<file path="src/rtl/ex_muldiv.sv">
// ex_muldiv: multi-cycle RV32M multiply/divide unit (shift-add multiply, restoring divide).
// Optional macro EX_MULDIV_FAST_MUL_EN: ops 0-3 use a single-cycle (XLEN+1)x(XLEN+1) signed multiplier.
module ex_muldiv #(
  parameter int XLEN  = 32,
  parameter int CNT_W = 6
) (
  input  logic            clk,
  input  logic            rst,
  input  logic            start,
  input  logic [2:0]      op,
  input  logic [XLEN-1:0] src1,
  input  logic [XLEN-1:0] src2,
  input  logic [4:0]      gprs_waddr_i,
  input  logic            flush,
  output logic            stall,
  output logic            busy,
  output logic            done,
  output logic [4:0]      gprs_waddr_o,
  output logic [XLEN-1:0] gprs_wdata_o
);

  // state | meaning
  // IDLE  | waiting for an op from ID
  // BUSY  | iterating, one multiply step or quotient bit per cycle
  // DONE  | result presented for one cycle
  typedef enum logic [1:0] {S_IDLE, S_BUSY, S_DONE} state_t;

  localparam logic [4:0]       REG_X0   = 5'd0;
  localparam logic [CNT_W-1:0] CNT_INIT = CNT_W'(XLEN - 1);
  localparam logic [CNT_W-1:0] CNT_ONE  = CNT_W'(1);
  localparam logic [XLEN-1:0]  MIN_NEG  = {1'b1, {(XLEN-1){1'b0}}};

  state_t r_state, w_state_nx;

  logic [2:0]       r_op;
  logic [4:0]       r_rd;
  logic [XLEN-1:0]  r_hi, r_lo, r_b;
  logic [CNT_W-1:0] r_cnt;
  logic             r_neg_q, r_neg_r, r_div;
  logic             r_busy, r_done;
  logic [4:0]       r_waddr;
  logic [XLEN-1:0]  r_wdata;

  logic            w_accept;
  logic            w_s1_signed, w_s2_signed, w_neg1, w_neg2;
  logic [XLEN-1:0] w_abs1, w_abs2;
  logic            w_div0, w_ovf, w_direct;
  logic [XLEN-1:0] w_direct_res;

  // Operand decode for the op being issued this cycle
  always_comb begin
    w_s1_signed = (op == 3'd0) || (op == 3'd1) || (op == 3'd2) || (op == 3'd4) || (op == 3'd6);
    w_s2_signed = (op == 3'd0) || (op == 3'd1) || (op == 3'd4) || (op == 3'd6);
    w_neg1      = w_s1_signed & src1[XLEN-1];
    w_neg2      = w_s2_signed & src2[XLEN-1];
    w_abs1      = w_neg1 ? (~src1 + 1'b1) : src1;
    w_abs2      = w_neg2 ? (~src2 + 1'b1) : src2;
    w_div0      = op[2] & (src2 == '0);
    w_ovf       = ((op == 3'd4) || (op == 3'd6)) & (src1 == MIN_NEG) & (src2 == '1);
  end

`ifdef EX_MULDIV_FAST_MUL_EN
  logic signed [XLEN:0]     w_fa, w_fb;
  logic        [2*XLEN-1:0] w_fprod;

  always_comb begin
    w_fa    = {w_s1_signed & src1[XLEN-1], src1};
    w_fb    = {w_s2_signed & src2[XLEN-1], src2};
    w_fprod = w_fa * w_fb;
  end

  always_comb begin
    w_direct     = w_div0 | w_ovf | ~op[2];
    w_direct_res = '0;
    if (!op[2])
      w_direct_res = (op == 3'd0) ? w_fprod[XLEN-1:0] : w_fprod[2*XLEN-1:XLEN];
    else if (w_div0)
      w_direct_res = op[1] ? src1 : '1;
    else
      w_direct_res = op[1] ? '0 : src1;
  end
`else
  always_comb begin
    w_direct     = w_div0 | w_ovf;
    w_direct_res = '0;
    if (w_div0)
      w_direct_res = op[1] ? src1 : '1;
    else
      w_direct_res = op[1] ? '0 : src1;
  end
`endif

  assign w_accept = start & ~flush & (r_state == S_IDLE);

  always_comb begin
    w_state_nx = r_state;
    case (r_state)
      S_IDLE:  if (w_accept) w_state_nx = w_direct ? S_DONE : S_BUSY;
      S_BUSY:  if (r_cnt == '0) w_state_nx = S_DONE;
      S_DONE:  w_state_nx = S_IDLE;
      default: w_state_nx = S_IDLE;
    endcase
    if (flush) w_state_nx = S_IDLE;
  end

  always_ff @(posedge clk or posedge rst) begin
    if (rst) r_state <= S_IDLE;
    else     r_state <= w_state_nx;
  end

  // One iteration step; r_hi is the upper accumulator / partial remainder,
  // r_lo the multiplier / dividend that shifts out as quotient bits shift in.
  logic [XLEN:0]     w_msum, w_dshift;
  logic [XLEN-1:0]   w_ddiff, w_hi_nx, w_lo_nx;
  logic              w_dge;
  logic [2*XLEN-1:0] w_prod, w_prod_s;
  logic [XLEN-1:0]   w_quo, w_rem, w_iter_res, w_result;

  always_comb begin
    w_msum   = {1'b0, r_hi} + (r_lo[0] ? {1'b0, r_b} : '0);
    w_dshift = {r_hi, r_lo[XLEN-1]};
    w_dge    = (w_dshift >= {1'b0, r_b});
    w_ddiff  = w_dshift[XLEN-1:0] - r_b;
    if (r_div) begin
      w_hi_nx = w_dge ? w_ddiff : w_dshift[XLEN-1:0];
      w_lo_nx = {r_lo[XLEN-2:0], w_dge};
    end else begin
      w_hi_nx = w_msum[XLEN:1];
      w_lo_nx = {w_msum[0], r_lo[XLEN-1:1]};
    end
    w_prod   = {w_hi_nx, w_lo_nx};
    w_prod_s = r_neg_q ? (~w_prod + 1'b1) : w_prod;
    w_quo    = r_neg_q ? (~w_lo_nx + 1'b1) : w_lo_nx;
    w_rem    = r_neg_r ? (~w_hi_nx + 1'b1) : w_hi_nx;
    case (r_op)
      3'd0:          w_iter_res = w_prod_s[XLEN-1:0];
      3'd1, 3'd2,
      3'd3:          w_iter_res = w_prod_s[2*XLEN-1:XLEN];
      3'd4, 3'd5:    w_iter_res = w_quo;
      default:       w_iter_res = w_rem;
    endcase
    w_result = (r_state == S_IDLE) ? w_direct_res : w_iter_res;
  end

  always_ff @(posedge clk or posedge rst) begin
    if (rst) begin
      r_op    <= '0;
      r_rd    <= REG_X0;
      r_hi    <= '0;
      r_lo    <= '0;
      r_b     <= '0;
      r_cnt   <= '0;
      r_neg_q <= 1'b0;
      r_neg_r <= 1'b0;
      r_div   <= 1'b0;
    end else if (w_accept) begin
      r_op    <= op;
      r_rd    <= gprs_waddr_i;
      r_hi    <= '0;
      r_lo    <= w_abs1;
      r_b     <= w_abs2;
      r_cnt   <= CNT_INIT;
      r_neg_q <= w_neg1 ^ w_neg2;
      r_neg_r <= w_neg1;
      r_div   <= op[2];
    end else if (r_state == S_BUSY) begin
      r_hi    <= w_hi_nx;
      r_lo    <= w_lo_nx;
      r_cnt   <= r_cnt - CNT_ONE;
    end
  end

  always_ff @(posedge clk or posedge rst) begin
    if (rst) begin
      r_busy  <= 1'b0;
      r_done  <= 1'b0;
      r_waddr <= REG_X0;
      r_wdata <= '0;
    end else begin
      r_busy  <= (w_state_nx == S_BUSY);
      r_done  <= (w_state_nx == S_DONE);
      r_waddr <= REG_X0;
      r_wdata <= '0;
      if (w_state_nx == S_DONE) begin
        r_waddr <= w_accept ? gprs_waddr_i : r_rd;
        r_wdata <= w_result;
      end
    end
  end

  assign stall        = w_accept | (r_state == S_BUSY);
  assign busy         = r_busy;
  assign done         = r_done;
  assign gprs_waddr_o = r_waddr;
  assign gprs_wdata_o = r_wdata;

endmodule

</file>
<file path="config.mk">
export PLATFORM = sky130hd
export DESIGN_NAME = ex_muldiv
export DESIGN_NICKNAME = d
export VERILOG_FILES = /design/src/rtl/ex_muldiv.sv
export SDC_FILE = /design/constraint.sdc
export NUM_CORES = 1
export LEC_CHECK = 0
export CAP_MARGIN = 20
export CORE_MARGIN = 2
export CORE_UTILIZATION = 30
export DETAILED_ROUTE_END_ITERATION = 16
export GPL_TIMING_DRIVEN = 1
export MAX_ROUTING_LAYER = met4
export PLACE_DENSITY = 0.56
export SKIP_CTS_REPAIR_TIMING = 1
export SYNTH_ARGS = -nofsm -noshare
export SYNTH_HDL_FRONTEND = slang
export SYNTH_SLANG_ARGS = --single-unit
</file>
<file path="constraint.sdc">
create_clock -name clk -period 8 [get_ports clk]
set_input_delay 1.2 -clock clk [delete_from_list [all_inputs] [get_ports clk]]
set_output_delay 1.2 -clock clk [all_outputs]
set_load 0.02 [all_outputs]
</file>
Yosys cells after proc, flatten, opt, wreduce, memory -nomap -nowiden --
Index checks and enable logic that the tools add are counted.
Cells by class: muxes and demuxes 28, $add $sub $neg 8, shift-type cells 0, div/mod/pow operators 0, multiply operators 0, $lt $le $gt $ge 1, equality and inequality tests 14, reductions and logical operators 15, bitwise operators 16
Operators with widths (count):
- two-way mux 32 bit | 17
- adder 32 x 1 -> 32 bit (second input constant) | 4
- inverter 32 bit | 4
- case mux 32 bit (3 select lines) | 1
- adder 64 x 1 -> 64 bit (second input constant) | 1
- == test 32 bit (second input constant) | 2
- two-way mux 64 bit | 1
- inverter 64 bit | 1
- adder 32 x 32 -> 33 bit | 1
- >= comparator 33 x 32 -> 1 bit | 1
- logical NOT 32 bit | 1
- subtractor 32 bit | 1
- == test 3 bit (second input constant) | 4
- two-way mux 6 bit | 2
- two-way mux 5 bit | 2
- == test 3 x 2 -> 1 bit (second input constant) | 3
- two-way mux 2 bit | 4
- bitwise AND 1 bit | 7
- logical OR 1 bit | 7
- == test 3 x 1 -> 1 bit (second input constant) | 2
- logical NOT 3 bit | 2
- logical NOT 6 bit | 1
- subtractor 6 x 1 -> 6 bit (second input constant) | 1
- == test 2 x 1 -> 1 bit (second input constant) | 2
- 9 further kinds | 10
Storage, ports and cells: latch bits 0, output and inout port bits 40, bits in read-only memories 0, memories 0, bits in writable memories 0, input port bits 76, register bits 154

Depth between registers and ports, before layout --
Gate-level depths: netlist of the first run.
depth in word-level cells 11, depth in mapped cells 27

Worst setup path after synthesis of the first run --
OpenSTA, ideal clock, no wires.
path type register to register, start point register r_op[2], end point register r_wdata[30] (netlist: gprs_wdata_o[30]), stages on the path, launching flop included 22, period minus slack after synthesis 4965 ps, buffers on the path 8, setup slack 3035 ps, data arrival time 4830 ps, cells stage by stage dfrtp_1 buf_6 buf_2 buf_2 buf_1 clkbuf_1 buf_2 buf_1 clkbuf_1 o21ai_0 inv_1 ha_1 nand3_1 a21oi_1 a221oi_1 and3b_1 nand4bb_2 or3_1 o41ai_2 xor2_1 a221oi_1 a211oi_2
On the way: cells in the longest elaborated chain, start to end 5
RTL lines:
- start, declared | RTL line 35 | logic [2:0] r_op;
- start signal, assigned | RTL line 157 | r_op <= op;
- == test 3 x 1 -> 1 bit, or another cell as far along | RTL line 135 | case (r_op)
- OR reduction 3 bit or OR reduction 2 bit (tied branches) | RTL line 135
- case mux 32 bit (3 select lines) * | RTL line 135
- two-way mux 32 bit * | RTL line 142 | w_result = (r_state == S_IDLE) ? w_direct_res : w_iter_res;
- two-way mux 32 bit * | RTL line 184 | if (w_state_nx == S_DONE) begin
- end signal, assigned | RTL line 186 | r_wdata <= w_result;
- end, declared | RTL line 42 | logic [XLEN-1:0] r_wdata;
Every way passes the cells marked *; elsewhere a longest branch is shown, timed or not. A chain may end at the register's enable or synchronous reset.

Worst setup path after layout of the first run --
start point register r_b[18], end point register r_wdata[2] (netlist: gprs_wdata_o[2])
On the way: cells in the longest elaborated chain, start to end 9
RTL lines:
- start, declared | RTL line 37 | logic [XLEN-1:0] r_hi, r_lo, r_b;
- start signal, assigned | RTL line 161 | r_b <= w_abs2;
- >= comparator 33 x 32 -> 1 bit * | RTL line 122 | w_dge = (w_dshift >= {1'b0, r_b});
- two-way mux 32 bit | RTL line 125 | w_hi_nx = w_dge ? w_ddiff : w_dshift[XLEN-1:0];
- two-way mux 32 bit | RTL line 124 | if (r_div) begin
- inverter 64 bit or inverter 32 bit (tied branches) | RTL line 132, 134
- adder 64 x 1 -> 64 bit or adder 32 x 1 -> 32 bit (tied branches) | RTL line 132, 134
- two-way mux 64 bit or two-way mux 32 bit (tied branches) | RTL line 132, 134
- case mux 32 bit (3 select lines) * | RTL line 135
- two-way mux 32 bit * | RTL line 142
- two-way mux 32 bit * | RTL line 184
Marks and branches as above.

==> results.ini, run 1 <==
[hold_path]
hp-start = r_rd[4]
min-delay-path-class = reg -> reg
hold_path_depth = 2
whs_endpoint = r_rd[4]

[critical_path]
worstPathArrival_ns = 6.68
r2r_start = r_b[18]
critPathLaunchType = flop
cp.required_ns = 8.36
crit_chain = inv_1 > ha_1 > a21oi_2 > o21ai_0 > a21oi_2 > o211a_1 > a31oi_1 > inv_1 > ha_1 > o211ai_1 > nor4_1 > nand3_1 > nor2_1 > nand2_1 > nor2_1 > nand2_1 > nand2_1 > o21ai_0 > a21oi_1 > a21oi_1 > a221oi_1
reg2reg_to = gprs_wdata_o[2]
crit_buf_inv = 2
cp_max_fo = 11
crit_type = reg -> reg
crit_path_end_kind = flop
crit_slowest_cell = nor4_1
crit_family = compound AO/OA/AOI/OAI gates
reg2reg_slack_ns = 1.68
cp_slowest_stage_delay_ns = 0.77
r2r_cells = 21
crit_top_cell = nand2_1

[global_route]
grt_overflow = 0
grt_pass1_wl_um = 108000
grt_usage_pct = 26.4
antenna_found_initial = 0
grt_pass1_vias = 16500
grt_max_degree = 90

[sta]
min_period_ns = 6.32
rsz0062_at_grt = no
maxSlewViolCount = 0
timing_hold_violations_final = 0
fmax_ghz = 0.158
fin_worst_skew_ns = 0.0143
setup_tns_ns = 0
setup_viol = 0
worst_pin_slew_ns = 1.15
slew_headroom_pct = 22.3
fin_crit_sh_pct = 79.0

[drt]
antenna_left = 0
avgViaCountPerCell = 6.00
num_vias = 17700
first_pass_iters = 6
wl_um = 72600
avgRoutedWirePerCell_um = 24.7
drt_iter0_markers = 2057
remaining_drc_errors = 0

[pwr]
leakage_nw = 7.29
finalPower_w = 0.00673
cellPowerDensity_mw_per_mm2 = 365
peakVddDrop_mv = 0.202

[finish]
n_fill_cell = 5654
seq_area_mm2 = 0.00383
utilization_pct = 34.8
drive_above_1_share_pct = 5.37
final_common_cell = nand2_1
final_cell_mix = nand2_1, o21ai_0, a21oi_1, nor2_1, dfrtp_1
fin_nets = 2389
multi_input_area_mm2 = 0.0114
areaGrowthSynthToFinish_pct = 14.3

[floorplan]
io_pins = 116
dieArea_mm2 = 0.0556
core_region_area_mm2 = 0.0529
die_h_um = 236
rows = 84
die_w_um = 236
initial_utilization_pct = 30.5

[clock_network]
clk_pin_slew_ns = 0.07
h-tree-depth = 4
cts_tree = yes
cts_buffer_depth = 2
cts_sinks = 153
cts_root_buf = clkbuf_16
cts_made_buffers = 17
insertion_delay_ns = 0.46

[run]
max-cap-violations = 0

[run_status]
outcome = finished clean

[placement]
dp_hpwl_um = 55900
portBuffers = 115
gp_congestion = 0.954

[yosys]
ys_ff_latch = 153
syn-cell-area_mm2 = 0.0161
synth_edf_count = 0
ys_warn_count = 0
syn_nets = 2354
ys_seq_area_share_pct = 23.8
synthFlopType = dfrtp_1
syn_inst = 2205
syn_avg_cell_area_um2 = 7.31
async_flop_share_pct = 100
synth_cell_types = 96

state kept, by name, summed over array words and instances (netlist names):
| register | cells |
|---|---|
| r_op | 3 |
| r_lo | 32 |
| busy | 1 |
| r_cnt | 6 |
| gprs_waddr_o | 5 |
| done | 1 |
| r_neg_q | 1 |
| r_b | 32 |
| r_hi | 32 |
| r_state | 2 |
| gprs_wdata_o | 32 |
| r_neg_r | 1 |
| r_rd | 5 |
cells in the mapped netlist, drive strengths merged, types with 7 or more instances:
cell type,count,area (µm²)
nor2,170,641
and2,42,263
nor3,57,290
nor3b,14,110
nand2b,21,131
or4,11,82.6
or2,15,93.8
a31oi,31,194
nand2,311,1170
a22o,17,149
mux2i,38,380
o41ai,9,93.8
a21o,23,173
nand4,28,175
inv,77,289
o22ai,12,75.1
nand3,41,205
o31ai,26,205
dfrtp,153,3830
nor4,15,100
a221oi,15,144
a21oi,208,1060
and3,15,98.8
nor2b,14,87.6
buf,42,238
ha,71,888
o21bai,9,67.6
nand3b,7,52.6
o21ai,244,1220
o21a,15,113
a211o,12,105
o211ai,50,380
xor2,73,639
a211oi,30,230
or3,22,138
xnor2,68,596
clkbuf,95,360
routing by layer:
layer / wire length, µm / vias to the layer above / global-route usage [%]
met5: 0 / - / -
met4: 2200 / 0 / 8.84
met3: 4910 / 101 / 3.35
met2: 31500 / 790 / 38.9
met1: 34000 / 8674 / 37.1
li1: - / 8095 / -
per-stage QoR:
step / cell area [µm²] / std cells / setup WS (ns) / hold slack [ns]
3_5_place_dp: 17800 / 2909 / 1.78 / 0.459
3_3_place_gp: 17800 / 2909 / 1.71 / 0.452
2_1_floorplan: 16100 / 2205 / 2.68 / 0.439
4_1_cts: 18400 / 2941 / 1.87 / 0.475
6_report: 18400 / 2942 / 1.68 / 0.474
5_1_grt: 18400 / 2941 / 1.22 / 0.511
how the worst max path moves through the flow:
stage | start | end | slack [ns] | cells past startpoint
6_report | r_b[18] | gprs_wdata_o[2] | 1.68 | 21
3_3_place_gp | src2[1] | gprs_wdata_o[18] | 1.71 | 14
3_5_place_dp | src2[1] | gprs_wdata_o[29] | 1.78 | 16
5_1_grt | r_b[20] | gprs_wdata_o[2] | 1.22 | 21
2_1_floorplan | rst | busy | 2.68 | 1
4_1_cts | r_b[18] | gprs_wdata_o[2] | 1.87 | 21
kinds of logic (layout without fill, tap and decap cells):
kind of cell               Yosys count  after routing  share of synthesized area, %
AOI/OAI and AO/OA                  779            779                          30.8
xor gates and xnor gates           141            141                          7.67
adders and majority gates           73             73                          5.76
buffers and inverters              214            262                          5.51
DFF                                153            153                          23.8
muxes                               42             42                          2.64
other                                0              1                             0
and+or+nand+nor                    803            803                          23.9
report_power, final:
part	switching (W)	internal, W	total (W)
clock network	0.000379	0.000464	0.000842
logic	0.00309	0.00154	0.00463
registers	0.000322	0.000938	0.00126
total	0.00379	0.00294	0.00673
worst register-to-register path, stage by stage (launching register included):
cell and delay (ns):
dfrtp_1 0.48, inv_1 0.07, ha_1 0.40, a21oi_2 0.26, o21ai_0 0.19, a21oi_2 0.30
o211a_1 0.62, a31oi_1 0.30, inv_1 0.20, ha_1 0.23, o211ai_1 0.19, nor4_1 0.77
nand3_1 0.24, nor2_1 0.14, nand2_1 0.11, nor2_1 0.47, nand2_1 0.32, nand2_1 0.26
o21ai_0 0.13, a21oi_1 0.17, a21oi_1 0.11, a221oi_1 0.28
cell type report:
class                   instances  area share, %
multi-input cells            1838           62.0
flip-flops and latches        153           20.8
repair buffers                153           7.80
well taps                     688           4.67
clock buffers                  20           2.37
inverters                      77           1.60
clock inverters                12          0.775
diodes                          1         0.0136
Power figures use the tool's default switching activity.
==> run 2: changes to the inputs <==
--- a/config.mk
+++ b/config.mk
@@ -11,7 +11,7 @@
 export DETAILED_ROUTE_END_ITERATION = 16
 export GPL_TIMING_DRIVEN = 1
 export MAX_ROUTING_LAYER = met4
-export PLACE_DENSITY = 0.56
+export PLACE_DENSITY = 0.58
 export SKIP_CTS_REPAIR_TIMING = 1
 export SYNTH_ARGS = -nofsm -noshare
 export SYNTH_HDL_FRONTEND = slang
==> constraint.sdc (replaced) <==
create_clock -name clk -period 5.2 [get_ports clk]
set_input_delay 0.78 -clock clk [delete_from_list [all_inputs] [get_ports clk]]
set_output_delay 0.78 -clock clk [all_outputs]
set_load 0.02 [all_outputs]
==> results.ini, run 2 (synthesis gave the netlist of run 1 again) <==
[drt]
remaining_drc_errors = 0  ; unchanged
drt_iter0_markers = 2184  ; +6.2%
wl_um = 72900  ; +0.45%
avgRoutedWirePerCell_um = 23.9  ; -3.3%
num_vias = 18300  ; +3.6%
avgViaCountPerCell = 5.99  ; -0.20%
antenna_left = 0  ; unchanged
first_pass_iters = 8  ; +2

[sta]
fin_crit_sh_pct = 95.6  ; +17 points
fin_worst_skew_ns = 0.0149  ; +0.000570 ns
fmax_ghz = 0.201  ; +27%
timing_hold_violations_final = 0  ; unchanged
slew_headroom_pct = 32.3  ; +9.9 points
worst_pin_slew_ns = 1.02  ; -0.137 ns
min_period_ns = 4.97  ; -1.35 ns
maxSlewViolCount = 0  ; unchanged
setup_viol = 0  ; unchanged

[clock_network]
cts_made_buffers = 17  ; unchanged
insertion_delay_ns = 0.47  ; about the same
cts_tree = yes
cts_sinks = 153  ; unchanged
clk_pin_slew_ns = 0.08  ; about the same
cts_buffer_depth = 2  ; unchanged
h-tree-depth = 4  ; unchanged
cts_root_buf = clkbuf_16

[floorplan]
rows = 84  ; unchanged
die_w_um = 236  ; unchanged
io_pins = 116  ; unchanged
die_h_um = 236  ; unchanged
core_region_area_mm2 = 0.0529  ; unchanged
dieArea_mm2 = 0.0556  ; unchanged
initial_utilization_pct = 30.5  ; unchanged

[global_route]
grt_overflow = 0  ; unchanged
grt_max_degree = 94  ; +4.4%
grt_pass1_vias = 17300  ; +4.6%
antenna_found_initial = 3  ; +3
grt_pass1_wl_um = 110000  ; +1.7%
grt_usage_pct = 26.6  ; +0.23 points

[pwr]
cellPowerDensity_mw_per_mm2 = 568  ; +55%
finalPower_w = 0.0110  ; +63%
peakVddDrop_mv = 0.343  ; +70%
leakage_nw = 7.86  ; +7.7%

[placement]
portBuffers = 115  ; unchanged
dp_hpwl_um = 56700  ; +1.4%
dpl.cell_count = 3019  ; +3.8%
gp_congestion = 1.04  ; +9.4%

[finish]
final-instance-count-excl-fill = 3055  ; +3.8%
n_fill_cell = 5560  ; -1.7%
final_common_cell = nand2_1
fin_nets = 2501  ; +4.7%
multi_input_area_mm2 = 0.0115  ; +0.49%
seq_area_mm2 = 0.00383  ; unchanged
utilization_pct = 36.6  ; +1.7 points
final_cell_mix = nand2_1, o21ai_0, a21oi_1, nor2_1, dfrtp_1
drive_above_1_share_pct = 10.3  ; +4.9 points
areaGrowthSynthToFinish_pct = 20.0

[hold_path]
min-delay-path-class = reg -> reg

[critical_path]
cp.required_ns = 5.62  ; -2.74 ns
crit_path_end_kind = flop
cp_max_fo = 22  ; +11
reg2reg_slack_ns = 0.23  ; -1.45 ns
crit_type = reg -> reg
worstPathArrival_ns = 5.39  ; -1.29 ns
critPathLaunchType = flop

[run]
max-cap-violations = 0  ; unchanged

[run_status]
outcome = finished clean

-- run 2: changes by cell type in the layout (fill, tap and decap cells not counted), sizes merged --
cell,change
clkbuf,-2
clkinvlp,-3
buf,+112
diode,+1
inv,+7
bufinv,-2
-- run 2: path summary, 6_finish.rpt --
check	startpoint	end	cells after the start
max in group asynchronous	rst	gprs_wdata_o[10]	3
min	r_rd[2]	r_rd[2]	2
min reg2reg	r_rd[2]	r_rd[2]	2
min in group asynchronous	rst	r_b[22]	2
max reg2reg	r_lo[0]	gprs_wdata_o[31]	17
max	r_lo[0]	gprs_wdata_o[31]	17
-- run 2: worst max-delay path, cell delays in order, from the launching register on --
cell and delay, ns:
dfrtp_1 0.40, buf_4 0.23, and2_1 0.19, ha_1 0.42, a21oi_1 0.29, o21ai_0 0.37
a221oi_1 0.37, inv_1 0.12, or4_1 0.52, a31o_2 0.26, a21oi_1 0.16, xor2_1 0.18
a22o_1 0.27, nor4b_2 0.34, mux2i_1 0.12, a221o_1 0.34, a21oi_1 0.15, buf_4 0.14
-- run 2: layout make-up --
cell class	count	area share, %
Clock buffer	18	2.22
Multi-Input combinational cell	1838	59.3
Sequential cell	153	19.8
Clock inverter	14	0.660
Inverter	77	1.52
Tap cell	688	4.45
Timing Repair Buffer	265	12.0
Antenna cell	2	0.0259
-- run 2: through the flow --
stage          instance area [µm²]  setup TNS [ns]  setup WS [ns]  hold WS [ns]
2_1_floorplan                16100               0          0.235         0.439
3_3_place_gp                 18700         -0.0595        -0.0450         0.451
3_5_place_dp                 18700         -0.0296        -0.0296         0.456
4_1_cts                      19300               0          0.243         0.474
5_1_grt                      19300         -0.0743        -0.0407         0.493
6_report                     19300               0          0.227         0.472
-- run 2: report_power, final --
group | leakage, nW | switching [W] | internal (W) | total, W
Combinational | 5.63 | 0.00507 | 0.00286 | 0.00793
Clock | 0.274 | 0.000634 | 0.000633 | 0.00127
Sequential | 1.95 | 0.000342 | 0.00144 | 0.00179
-- run 2: per-layer routing --
layer	GRT usage (%)	vias to the layer above	routed length, µm
met5	-	-	0
met1	35.7	8828	31800
li1	-	8342	-
met3	5.15	139	6680
met2	39.7	992	31700
met4	9.69	0	2740
==> run 3: changes to the inputs <==
==> constraint.sdc (replaced) <==
create_clock -name clk -period 4.4 [get_ports clk]
set_input_delay 0.66 -clock clk [delete_from_list [all_inputs] [get_ports clk]]
set_output_delay 0.66 -clock clk [all_outputs]
set_load 0.02 [all_outputs]
==> results.ini, run 3 (synthesis gave the netlist of run 1 again) <==
[run_status]
outcome = finished with violations
violations = negative setup slack

[floorplan]
core_region_area_mm2 = 0.0529  ; unchanged
initial_utilization_pct = 30.5  ; unchanged
die_h_um = 236  ; unchanged
dieArea_mm2 = 0.0556  ; unchanged
die_w_um = 236  ; unchanged
io_pins = 116  ; unchanged
rows = 84  ; unchanged

[finish]
final_common_cell = buf_4
fin_nets = 2885  ; +15%
n_fill_cell = 5362  ; -3.6%
final_cell_mix = buf_4, nand2_1, o21ai_0, a21oi_1, nor2_1
final-instance-count-excl-fill = 3439  ; +13%
multi_input_area_mm2 = 0.0128  ; +11%
areaGrowthSynthToFinish_pct = 47.0
drive_above_1_share_pct = 30.0  ; +20 points
utilization_pct = 44.8  ; +8.2 points
seq_area_mm2 = 0.00383  ; about the same

[pwr]
peakVddDrop_mv = 0.462  ; +35%
cellPowerDensity_mw_per_mm2 = 715  ; +26%
leakage_nw = 10.0  ; +27%

[hold_path]
whs_endpoint = r_rd[3]
min-delay-path-class = reg -> reg
hp-start = r_rd[3]
hold_path_depth = 2  ; unchanged

[sta]
timing_hold_violations_final = 0  ; unchanged
fin_worst_skew_ns = 0.0133  ; -0.00161 ns
worst_slack_ns = -0.119  ; -0.346 ns
fin_crit_sh_pct = 103  ; +7.1 points
setup_viol = 12  ; +12
maxSlewViolCount = 0  ; unchanged
worst_pin_slew_ns = 0.902  ; -0.115 ns
worst_hold_slack_ns = 0.469  ; -0.00262 ns
slew_headroom_pct = 39.9  ; +7.6 points
rsz0062_at_grt = yes
setup_tns_ns = -0.702  ; -0.702 ns
fmax_ghz = 0.221  ; +10%
min_period_ns = 4.52  ; -0.454 ns

[placement]
portBuffers = 115  ; unchanged
dp_hpwl_um = 65100  ; +15%
dpl.cell_count = 3373  ; +12%
gp_congestion = 1.00  ; -4.0%

[clock_network]
cts_made_buffers = 17  ; unchanged
cts_tree = yes
cts_root_buf = clkbuf_16
cts_buffer_depth = 2  ; unchanged
h-tree-depth = 4  ; unchanged
insertion_delay_ns = 0.47  ; about the same
cts_sinks = 153  ; unchanged
clk_pin_slew_ns = 0.07  ; about the same

[drt]
remaining_drc_errors = 0  ; unchanged
wl_um = 82100  ; +13%
num_vias = 19700  ; +7.6%
drt_iter0_markers = 1953  ; -11%
avgRoutedWirePerCell_um = 23.9  ; about the same
first_pass_iters = 6  ; -2
avgViaCountPerCell = 5.72  ; -4.4%
antenna_left = 0  ; unchanged

[critical_path]
crit_chain = buf_12 > and2_4 > buf_12 > ha_1 > buf_4 > o211ai_1 > a21o_1 > a21oi_2 > o211a_1 > or3_1 > a211oi_1 > buf_4 > o22ai_2 > nand4bb_4 > buf_6 > nor3_4 > nand3_2 > o21ai_2 > mux2i_1 > a221oi_2
crit_family = compound AO/OA/AOI/OAI gates
r2r_cells = 20  ; +3
crit_type = reg -> reg
crit_buf_inv = 5  ; +2
worstPathArrival_ns = 4.88  ; -0.51 ns
critPathLaunchType = flop
reg2reg_slack_ns = -0.12  ; -0.35 ns
crit_slowest_cell = dfrtp_1
cp_max_fo = 7  ; -68%
cp.required_ns = 4.76  ; -0.86 ns
crit_path_end_kind = flop
r2r_start = r_lo[0]
cp_slowest_stage_delay_ns = 0.42  ; -0.10 ns
reg2reg_to = gprs_wdata_o[28]

[global_route]
antenna_found_initial = 3  ; unchanged
grt_pass1_vias = 18600  ; +7.5%
grt_max_degree = 79  ; -16%
grt_pass1_wl_um = 120000  ; +9.0%
grt_overflow = 0  ; unchanged
grt_usage_pct = 29.5  ; +2.9 points

[run]
max-cap-violations = 0  ; unchanged

-- run 3: cell types whose count changed in the layout (fill, tap and decap cells not counted), sizes merged --
cell    change
bufinv      +3
buf       +384
inv         -4
clkinv      +1
-- run 3: worst register-to-register path, cell delays in order (launching register included) --
cell       delay (ns)
dfrtp_1          0.42
buf_12           0.16
and2_4           0.14
buf_12           0.11
ha_1             0.28
buf_4            0.15
o211ai_1         0.23
a21o_1           0.18
a21oi_2          0.09
o211a_1          0.23
or3_1            0.34
a211oi_1         0.27
buf_4            0.20
o22ai_2          0.12
nand4bb_4        0.29
buf_6            0.16
nor3_4           0.30
nand3_2          0.17
o21ai_2          0.16
mux2i_1          0.10
a221oi_2         0.32
-- run 3: report_power, final --
part	total, W	switching, W	leakage [nW]	internal [W]
clock	0.00163	0.000722	0.304	0.000909
sequential	0.00208	0.000370	1.95	0.00171
combinational	0.0132	0.00745	7.76	0.00577
total	0.0169	0.00855	10.0	0.00839
-- run 3: per-layer routing --
metal,wire [µm],global-route usage [%]
met1,38600,42.3
met2,35200,43.2
met3,5670,3.41
met4,2560,8.94
met5,0,-
-- run 3: per-stage QoR --
stage | worst slack (ns) | power [W] | instance area (µm²)
4_1_cts | -0.534 | 0.0153 | 22000
5_1_grt | -0.304 | 0.0178 | 23700
2_1_floorplan | -0.284 | 0.00762 | 16200
3_3_place_gp | -0.519 | 0.0136 | 21400
6_report | -0.119 | 0.0169 | 23700
3_5_place_dp | -0.525 | 0.0136 | 21400
-- run 3: worst max-delay path by stage --
stage               startpoint          endpoint  cells after the start
floorplan              r_hi[7]  gprs_wdata_o[30]                     26
global placement       r_lo[0]  gprs_wdata_o[27]                     20
detailed placement    r_hi[27]  gprs_wdata_o[20]                     16
CTS                   r_hi[27]  gprs_wdata_o[20]                     16
global route           r_hi[5]  gprs_wdata_o[28]                     25
finish                 r_lo[0]  gprs_wdata_o[28]                     20
-- run 3: layout make-up --
class	instances	share of cell area (%)
diodes	2	0.0211
repair buffers	649	22.4
clock inverters	14	0.777
well taps	688	3.64
multi-input cells	1838	53.9
clock buffers	18	1.81
inverters	77	1.24
flip-flops and latches	153	16.2
